==> src/rtl/note_sequencer.sv <==
// Tone-divider count generator: manual note select or an automatic Do..Do2 scale.
// Define NOTE_GAP_EN to insert GAP_CYCLES of silence between consecutive auto notes.
module note_sequencer #(
    parameter int unsigned NOTE_CYCLES = 25_000_000,
    parameter int unsigned GAP_CYCLES  = 2_500_000
) (
    input  logic        inclk,
    input  logic        Reset,
    input  logic [2:0]  sw_note,
    input  logic        manual_en,
    input  logic        start,
    input  logic        stop,
    output logic [31:0] div_clk_count,
    output logic [2:0]  note_idx,
    output logic        tone_en,
    output logic        playing,
    output logic        seq_done
);

    if (NOTE_CYCLES == 0 || GAP_CYCLES == 0) begin : g_param_check
        $error("note_sequencer: NOTE_CYCLES and GAP_CYCLES must be >= 1");
    end

`ifdef NOTE_GAP_EN
    typedef enum logic [1:0] {ST_IDLE, ST_PLAY, ST_GAP} state_t;
`else
    typedef enum logic {ST_IDLE, ST_PLAY} state_t;
`endif

    // Half-period counts at 25 MHz effective toggle rate (25e6 / f, rounded)
    function automatic logic [31:0] note_period(input logic [2:0] idx);
        logic [31:0] p;
        case (idx)
            3'd0:    p = 32'd47801;
            3'd1:    p = 32'd42589;
            3'd2:    p = 32'd37936;
            3'd3:    p = 32'd35817;
            3'd4:    p = 32'd31928;
            3'd5:    p = 32'd28409;
            3'd6:    p = 32'd25329;
            default: p = 32'd23901;
        endcase
        return p;
    endfunction

    state_t      state_reg, state_next;
    logic [31:0] count_reg, count_next;
    logic [2:0]  idx_reg, idx_next;
    logic [31:0] div_reg;
    logic        tone_reg, tone_next;
    logic        playing_reg, playing_next;
    logic        done_reg, done_next;

    always_ff @(posedge inclk) begin
        if (!Reset) begin
            state_reg   <= ST_IDLE;
            count_reg   <= 32'd0;
            idx_reg     <= 3'd0;
            div_reg     <= 32'd47801;
            tone_reg    <= 1'b0;
            playing_reg <= 1'b0;
            done_reg    <= 1'b0;
        end else begin
            state_reg   <= state_next;
            count_reg   <= count_next;
            idx_reg     <= idx_next;
            div_reg     <= note_period(idx_next);
            tone_reg    <= tone_next;
            playing_reg <= playing_next;
            done_reg    <= done_next;
        end
    end

    always_comb begin
        state_next   = state_reg;
        count_next   = count_reg;
        idx_next     = idx_reg;
        tone_next    = tone_reg;
        playing_next = playing_reg;
        done_next    = 1'b0;

        case (state_reg)
            ST_IDLE: begin
                idx_next     = sw_note;
                tone_next    = manual_en;
                playing_next = 1'b0;
                count_next   = 32'd0;
                if (start && !stop) begin
                    state_next   = ST_PLAY;
                    idx_next     = 3'd0;
                    count_next   = 32'd1;
                    playing_next = 1'b1;
                    tone_next    = 1'b1;
                end
            end

            ST_PLAY: begin
                tone_next  = 1'b1;
                count_next = count_reg + 32'd1;
                if (stop) begin
                    // Abort lands straight back on the manual outputs
                    state_next   = ST_IDLE;
                    idx_next     = sw_note;
                    tone_next    = manual_en;
                    playing_next = 1'b0;
                    count_next   = 32'd0;
                end else if (count_reg == NOTE_CYCLES) begin
                    if (idx_reg == 3'd7) begin
                        state_next   = ST_IDLE;
                        idx_next     = sw_note;
                        tone_next    = manual_en;
                        playing_next = 1'b0;
                        count_next   = 32'd0;
                        done_next    = 1'b1;
                    end else begin
`ifdef NOTE_GAP_EN
                        state_next = ST_GAP;
                        tone_next  = 1'b0;
                        count_next = 32'd1;
`else
                        idx_next   = idx_reg + 3'd1;
                        count_next = 32'd1;
`endif
                    end
                end
            end

`ifdef NOTE_GAP_EN
            ST_GAP: begin
                tone_next  = 1'b0;
                count_next = count_reg + 32'd1;
                if (stop) begin
                    state_next   = ST_IDLE;
                    idx_next     = sw_note;
                    tone_next    = manual_en;
                    playing_next = 1'b0;
                    count_next   = 32'd0;
                end else if (count_reg == GAP_CYCLES) begin
                    state_next = ST_PLAY;
                    idx_next   = idx_reg + 3'd1;
                    count_next = 32'd1;
                    tone_next  = 1'b1;
                end
            end
`endif

            default: begin
                state_next   = ST_IDLE;
                playing_next = 1'b0;
                count_next   = 32'd0;
            end
        endcase
    end

    assign div_clk_count = div_reg;
    assign note_idx      = idx_reg;
    assign tone_en       = tone_reg;
    assign playing       = playing_reg;
    assign seq_done      = done_reg;

endmodule

==> config.mk <==
export PLATFORM = sky130hd
export DESIGN_NAME = note_sequencer
export DESIGN_NICKNAME = d
export VERILOG_FILES = /design/src/rtl/note_sequencer.sv
export SDC_FILE = /design/constraint.sdc
export NUM_CORES = 1
export LEC_CHECK = 0
export CAP_MARGIN = 20
export CORE_AREA = 4 4 77 86
export CTS_CLUSTER_SIZE = 40
export DETAILED_ROUTE_END_ITERATION = 16
export DIE_AREA = 0 0 81 90
export PLACE_DENSITY = 0.68
export SYNTH_ARGS = -nofsm -noshare
export SYNTH_HDL_FRONTEND = slang
export SYNTH_SLANG_ARGS = --single-unit
export TNS_END_PERCENT = 20
==> constraint.sdc <==
create_clock -name inclk -period 2.4 [get_ports inclk]
set_input_delay 0.48 -clock inclk [delete_from_list [all_inputs] [get_ports inclk]]
set_output_delay 0.48 -clock inclk [all_outputs]
set_load 0.01 [all_outputs]
==> results.sh <==
export IMPL_synth_enable_flop_cells=0
export IMPL_initial_core_util=0.441
export IMPL_route_antenna_remaining_nets=0
export IMPL_worst_hold_slack_ps=470
export IMPL_grt_first_pass_wirelength_mm=8.96
export IMPL_arrival_ps=2440
export IMPL_drc=0
export IMPL_post_drt_via_cell_ratio=4.94
export IMPL_dpl_hpwl_mm=3.61
export IMPL_cts_max_path_buffers=2
export IMPL_r2r_start="count_reg[10]"
export IMPL_met3_capacity_usage_during_global_routing=0.0430
export IMPL_design_die_area_um2=7290
export IMPL_hold_viol=0
export IMPL_worstReg2RegEnd="div_clk_count[9]"
export IMPL_static_leakage_power_uw=0.00110
export IMPL_largest_register_ffs=32
export IMPL_cts_root_buf="sky130_fd_sc_hd__clkbuf_8"
export IMPL_gr_usage_met1=0.195
export IMPL_antenna_cells=0
export IMPL_netlist_area_um2=2530
export IMPL_vdd_ir_drop_worst_mv=0.331
export IMPL_post_synth_inst_count=278
export IMPL_final_nets=329
export IMPL_synth_top_cell_area_share=0.428
export IMPL_worstSetupEndpointType="flop"
export IMPL_detail_route_first_pass_iterations=4
export IMPL_floorplan_core_area_um2=5730
export IMPL_tritoncts_num_sinks=54
export IMPL_synth_top_flop_cell="sky130_fd_sc_hd__dfxtp_1"
export IMPL_synth_largest_area_cell="sky130_fd_sc_hd__dfxtp_1"
export IMPL_nFillCells=544
export IMPL_cts_reportedPaths_clkPinSlew_ps=100
export IMPL_antenna_found_initial=0
export IMPL_clock_tree_from_tritoncts="done"
export IMPL_place_gp_congestion=0.867
export IMPL_criticalPathCategory="flop to flop"
export IMPL_worstSetupStartpointType="flop"
export IMPL_io_pin_count=46
export IMPL_yosysWarnings=0
export IMPL_final_period_util=0.933
export IMPL_worstSkewPairLatency_ps=310
export IMPL_detailroute_via_count=1951
export IMPL_grt_busiest_layer="met2"
export IMPL_layout_cell_area_non_filler_um2=3020
export IMPL_grt_setup_unrepaired="yes"
export IMPL_yosys_top_cells_area="sky130_fd_sc_hd__dfxtp_1 (43%), sky130_fd_sc_hd__xor2_1 (5.9%), sky130_fd_sc_hd__nor2_1 (5.5%)"
export IMPL_clock_skew_ps=9.59
export IMPL_grt_max_degree=32
export IMPL_fin_total_pwr_uw=1640
export IMPL_synth_sequential_area_ratio=0.428
export IMPL_timing_critical_path_to="div_clk_count[9]"
export IMPL_worst_reg_to_reg_setup_slack_ps=160
export IMPL_route_final_wire_length_mm=5.04
export IMPL_synth_distinct_cells=46
export IMPL_global_route_usage_total=0.151
export IMPL_grt_pass1_vias=1967
export IMPL_flow_area_growth_from_synthesis_pct=19.4
export IMPL_hold_path_class="flop to flop"
export IMPL_postSynthAreaPerCell_um2=9.09
export IMPL_worst_slack_ps=161
export IMPL_fraction_of_layout_instances_using_a_drive_strength_above_1=0.104
export IMPL_yosys_register_bits=54
export IMPL_drt_first_iter_violations=57
export IMPL_htree_num_levels=2
export IMPL_final_core_utilization=0.526
export IMPL_ys_async_sr_fraction=0
export IMPL_chipHeight_um=90
export IMPL_r2r_worst_path_cells=7
export IMPL_portBuffers=28
export IMPL_crit_path_start="count_reg[10]"
export IMPL_powerDensity_nw_per_um2=543
export IMPL_cp_max_fo=8
export IMPL_cp_required_ps=2600
export IMPL_numCtsBuffers=5
export IMPL_num_rows=29
export IMPL_drt_wirelength_per_cell_um=12.8
export IMPL_drv_max_cap_violation_count=0
export IMPL_finalMaxSlewViolations=0
export IMPL_setup_viol=0
export IMPL_grt_ovfl_total=0
export IMPL_groute_layer_met2_usage=0.240
export IMPL_run_status="finished clean"
export IMPL_place_ws_ps=-25.2
export IMPL_dpl_instance_area_um2=2910
export IMPL_floorplan_die_width_um=81
export IMPL_max_freq_mhz=447
export IMPL_post_route_min_period_ps=2240
critical path, stage by stage, from the launching register on:
cell and delay [ps]:
sky130_fd_sc_hd__dfxtp_1 370, sky130_fd_sc_hd__nor4b_2 320, sky130_fd_sc_hd__nand4_1 220, sky130_fd_sc_hd__nor3_4 320, sky130_fd_sc_hd__buf_4 220, sky130_fd_sc_hd__mux2_4 360, sky130_fd_sc_hd__nor2_1 210, sky130_fd_sc_hd__a21oi_1 100
logic make-up after synthesis:
| family | share of synthesized area |
|---|---|
| AO/OA/AOI/OAI | 0.0753 |
| AND/OR/NAND/NOR | 0.267 |
| adder cells (fa/ha/maj) | 0.0198 |
| buffers and inverters | 0.0787 |
| flip-flops | 0.428 |
| multiplexers | 0.0257 |
| other | 0.00148 |
| XOR/XNOR | 0.104 |
per-layer routing:
metal / up-vias / share of wire / wire length (µm)
li1: 1000 / - / -
met1: 908 / 0.47 / 2360
met2: 35 / 0.47 / 2390
met3: 8 / 0.044 / 221
met4: 0 / 0.014 / 70
met5: - / 0 / 0
repair_timing:
item                       in CTS  in global routing
setup endpoints to repair       0                 13
buffers inserted                0                  0
gates resized for setup         0                  2
hold buffers                    0                  0
power by group:
| group | total [µW] | leakage (µW) | internal (µW) | switching [µW] |
|---|---|---|---|---|
| Sequential | 930 | 0.000439 | 919 | 10.9 |
| Combinational | 177 | 0.000617 | 87.5 | 89.2 |
| Clock | 531 | 0.0000489 | 239 | 292 |
worst min-delay path by stage:
stage	startpoint	to	slack, ps	depth (start not counted)
after floorplan	count_reg[29]	count_reg[29]	470	2
after global placement	playing	playing	450	2
after detailed placement	playing	playing	460	2
after CTS	playing	playing	470	2
after global routing	playing	playing	480	2
final	playing	playing	470	2
cells in the mapped netlist, types with 2 or more instances:
library cell / n
sky130_fd_sc_hd__a21oi_1: 7
sky130_fd_sc_hd__a221oi_2: 2
sky130_fd_sc_hd__a22oi_1: 4
sky130_fd_sc_hd__and2_1: 5
sky130_fd_sc_hd__and3_1: 8
sky130_fd_sc_hd__and4_1: 6
sky130_fd_sc_hd__buf_2: 3
sky130_fd_sc_hd__buf_4: 18
sky130_fd_sc_hd__clkbuf_1: 4
sky130_fd_sc_hd__dfxtp_1: 54
sky130_fd_sc_hd__ha_1: 4
sky130_fd_sc_hd__inv_1: 7
sky130_fd_sc_hd__mux2i_1: 5
sky130_fd_sc_hd__nand2_1: 12
sky130_fd_sc_hd__nand2b_1: 2
sky130_fd_sc_hd__nand3_1: 16
sky130_fd_sc_hd__nand4_1: 11
sky130_fd_sc_hd__nor2_1: 37
sky130_fd_sc_hd__nor2b_1: 5
sky130_fd_sc_hd__nor3_1: 8
sky130_fd_sc_hd__o21a_1: 2
sky130_fd_sc_hd__o21ai_0: 4
sky130_fd_sc_hd__or3_1: 3
sky130_fd_sc_hd__xnor2_1: 13
sky130_fd_sc_hd__xor2_1: 17
layout by cell type (no fill, tap or decap), drive strengths merged, types with 5 or more instances in the layout:
master         count
nand4             11
clkbuf             7
mux2i              5
and4               6
nand3             17
conb              17
xnor2             13
nor3               9
and3               8
xor2              17
buf               14
nor2b              5
nor2              37
dfxtp             54
inv                8
and2               6
clkdlybuf4s50     28
nand2             12
a21oi              7
layout make-up:
cell class	count	area, µm²	share of cell area
clock buffer	7	86.3	0.0286
clock inverter	1	8.76	0.00290
inverter	8	30.0	0.00995
multi-input combinational	206	1320	0.437
sequential	54	1080	0.358
tap	77	96.3	0.0319
timing repair buffer	42	398	0.132
metrics by stage:
step | instances | setup TNS, ps
6_report | 395 | 0
3_5_place_dp | 387 | -25.2
4_1_cts | 395 | 0
3_3_place_gp | 387 | 0
2_1_floorplan | 294 | 0
5_1_grt | 395 | -15.1
No activity file was read; power rests on OpenSTA's default activity.
